## src/rtl/instruction_register.sv

```systemverilog
// Instruction register: captures an instruction word from the shared bus
// on a write strobe, holds it for the decoder, and exposes the opcode and
// operand fields plus a flag showing that a word has been loaded.
module instruction_register #(
  parameter int IR_width     = 12,
  parameter int OPCODE_WIDTH = 4
) (
  input  logic                             clk,
  input  logic                             reset,
  input  logic                             write_en,
  input  logic [IR_width-1:0]              bus_data,
  output logic [IR_width-1:0]              dataout,
  output logic [OPCODE_WIDTH-1:0]          opcode,
  output logic [IR_width-OPCODE_WIDTH-1:0] operand,
  output logic                             valid
);

  // Held word and load flag; reset beats a simultaneous load, otherwise the
  // bus word is taken bit-for-bit and held until the next strobe.
  always_ff @(posedge clk) begin
    if (reset) begin
      dataout <= '0;
      valid   <= 1'b0;
    end else if (write_en) begin
      dataout <= bus_data;
      valid   <= 1'b1;
    end
  end

  // Field views are pure slices of the register, so they only move with it.
  always_comb begin
    opcode  = dataout[IR_width-1 -: OPCODE_WIDTH];
    operand = dataout[IR_width-OPCODE_WIDTH-1:0];
  end

endmodule

```

## config.mk

```make
export PLATFORM = sky130hd
export DESIGN_NAME = instruction_register
export DESIGN_NICKNAME = d
export VERILOG_FILES = /design/src/rtl/instruction_register.sv
export SDC_FILE = /design/constraint.sdc
export NUM_CORES = 1
export LEC_CHECK = 0
export ABC_AREA = 1
export BUFFER_PORTS_ARGS = -buffer_cell sky130_fd_sc_hd__buf_4
export CORE_MARGIN = 2
export CORE_UTILIZATION = 43
export DETAILED_ROUTE_END_ITERATION = 6
export PLACE_DENSITY_LB_ADDON = 0.05
export SLEW_MARGIN = 20
export SYNTH_ARGS = -nofsm -noshare
export SYNTH_HDL_FRONTEND = slang
export SYNTH_SLANG_ARGS = --single-unit
```

## constraint.sdc

```tcl
create_clock -name clk -period 1.6 [get_ports clk]
set_input_delay 0.48 -clock clk [delete_from_list [all_inputs] [get_ports clk]]
set_output_delay 0.48 -clock clk [all_outputs]
set_load 0.005 [all_outputs]
```

; ---- Word level (Yosys, flattened, before mapping)
; Index checks and enable logic that the tools add are counted.
[totals]
regBits = 13
elab_cells = 2

; ---- Logic depth before layout (Yosys ltp)
[depth]
depth_word = 0
ltp_mapped = 5
ltp_nobuf = 4

; ---- Least setup slack after synthesis
; Ideal clock, no wire load.
[synth_timing]
path_type = input to register
from = input port write_en
to = register dataout[10]
setup_ns = 0.113
arrival_time_ns = 0.846
path_slack_ns = 0.642
cell_stages = 4
n_path_buf = 2
cell_sequence = buf_6 > buf_6 > nor2_1 > nor2_1
[synth_rtl]
columns = element, line
row1 = from (decl), 10  ; input logic write_en,
row2 = to (signal assigned), 25  ; dataout <= bus_data;
row3 = to (decl), 12  ; output logic [IR_width-1:0] dataout,

; ---- Worst setup path after layout
[layout_timing]
from = register dataout[11]
to = output port dataout[11]
; No word-level cell between the ends.

==> impl_metrics.json <==
{
  "outcome": "complete, no violations",
  "hold_buffers": 0,
  "route.detailed.drc": 0,
  "groute.usage.overall_pct": 13.1,
  "critPathBufInv": 1,
  "cp_top_family": "flip-flops",
  "die_h_um": 42.3,
  "clk_pin_slew_ns": 0.07,
  "wl_per_cell_um": 7.95,
  "clock_path_buffers": 2,
  "grt_overflow_total": 0,
  "num_io_pins": 40,
  "clock-sinks": 13,
  "fill_cells": 136,
  "ir_drop_v": 0.000471,
  "p_comb_share_pct": 20.7,
  "vias_per_cell": 4.11,
  "drive_gt1_share_pct": 35.3,
  "postCtsResizedCells": 0,
  "synth_nets": 107,
  "synthTopCellsByArea": "dfxtp_1 (41%), buf_4 (15%), nor2_1 (15%)",
  "first_pass_iters": 3,
  "worstPathRequired_ns": 1.12,
  "cp.arrival_ns": 0.76,
  "coreArea_mm2": 0.00133,
  "swShare_pct": 23.9,
  "avgSynthCellArea_um2": 6.87,
  "critPathKind": "reg -> out",
  "setup_tns_ns": 0,
  "port-buffer-count": 39,
  "r2r_slack_ns": 1.02,
  "cap_viol_max_count": 0,
  "ant_nets": 0,
  "start_util_pct": 47.4,
  "clkPwrFrac_pct": 27.4,
  "hp-class": "in -> reg",
  "period_share_pct": 77.2,
  "p_per_area_mw_per_mm2": 836,
  "grt_max_degree": 26,
  "max-slew-margin-rel_pct": 76.5,
  "grt_pass1_vias": 448,
  "synth_top_cell_by_area": "dfxtp_1",
  "cts-htree-levels": 1,
  "drt_iter0_markers": 3,
  "syn_inst": 92,
  "cts_tree": "done",
  "final_nets": 135,
  "ys_seq_area_share_pct": 41.2,
  "worstMarginPinSlew_ns": 0.352,
  "post_cts_buffers": 0,
  "fin_ws_ns": 0.365,
  "seq_power_share_pct": 51.9,
  "synth_warnings": 0,
  "grt_pass1_wl_um": 1790,
  "die_w_um": 42.3,
  "cts_buffers": 3,
  "maxSlewViolCount": 0,
  "syn-cell-area_um2": 632,
  "clock.fmax_mhz": 810,
  "ys_ff_latch": 13,
  "net-switching-power_w": 0.000167,
  "power.leakage_nw": 0.504,
  "worstPathCellList": "buf_4",
  "period_minus_slack_ns": 1.24,
  "vias": 551,
  "cts-root-buf": "clkbuf_4",
  "slowest_delay_ns": 0.37,
  "rows": 13,
  "end_kind": "output pin",
  "yosysUniqueCellTypes": 7,
  "dp.final_hpwl_um": 828,
  "clk_latency_ns": 0.26,
  "globalplace.congestion": 0.689,
  "critPathLaunchType": "flop",
  "die_area_mm2": 0.00179,
  "setup_viol": 0,
  "areaGrowthSynthToFinish_pct": 32.1,
  "p_int_w": 0.000531,
  "finalClockSkew_ns": 0,
  "final_hold_viol_count": 0,
  "slowest_stage": "dfxtp_1",
  "diodes": 0,
  "dp_slack_ns": 0.473,
  "antenna_found_initial": 0,
  "rsz0062_at_grt": "false",
  "netlist.area_leader.share_pct": 41.2,
  "crit_fanout": 3,
  "routed_wl_um": 1070
}
-- synth_stat cells (all sizes together) --
cell / n
inv: 13
nand2: 24
dfxtp: 13
nor2: 26
buf: 16
-- path summary, 6_finish.rpt --
path                                                from                      end  cells after the start
worst max register to register   dataout[5]$_SDFFE_PP0P_  dataout[5]$_SDFFE_PP0P_                      2
worst min register to register        valid$_SDFFE_PP0P_       valid$_SDFFE_PP0P_                      2
worst min-delay path                               reset       valid$_SDFFE_PP0P_                      2
worst max-delay path            dataout[11]$_SDFFE_PP0P_              dataout[11]                      1
-- final cells by class --
type / instances / area, µm² / area share (%)
inverters: 13 / 48.8 / 5.85
multi-input cells: 50 / 188 / 22.5
clock buffers: 4 / 26.3 / 3.15
well taps: 15 / 18.8 / 2.25
repair buffers: 39 / 293 / 35.1
flip-flops and latches: 13 / 260 / 31.2
-- per-stage QoR --
step	utilization [%]	instances	cell area (µm²)	hold slack, ns	total power (W)
6_report	62.6	134	835	0.372	0.000698
5_1_grt	62.6	134	835	0.351	0.000754
4_1_cts	62.6	134	835	0.365	0.000711
2_1_floorplan	-	92	632	0.457	0.000458
3_3_place_gp	60.6	130	808	0.466	0.000514
3_5_place_dp	60.6	130	808	0.466	0.000517
-- layout by cell type (no fill, tap or decap) --
master,instances
clkbuf_1,1
inv_1,13
nand2_1,24
dfxtp_1,13
clkbuf_4,3
buf_4,39
nor2_1,26
-- logic make-up (layout without fill, tap and decap cells) --
logic type	Yosys count	count (layout)	synth area share [%]
AND/OR/NAND/NOR	50	50	29.7
buffers and inverters	29	56	29.1
flip-flops	13	13	41.2
-- routing by layer --
metal	vias to the layer above	part of all wire (%)	track usage (%)
met1	223	43	15.9
li1	302	-	-
met4	0	1.1	7.50
met5	-	0	0
met2	24	47	20.3
met3	2	9.5	3.88
-- power by group through the flow --
stage,combinational [W],sequential (W),clock (W)
5_1_grt,0.000161,0.000366,0.000227
6_report,0.000144,0.000362,0.000191
3_5_place_dp,0.000147,0.000370,0
2_1_floorplan,0.0000877,0.000371,0
4_1_cts,0.000147,0.000363,0.000201
3_3_place_gp,0.000145,0.000369,0
-- flip-flops by register name, summed over array words and instances (netlist names) --
signal	flops
valid	1
dataout	12
Power figures use the tool's default switching activity.
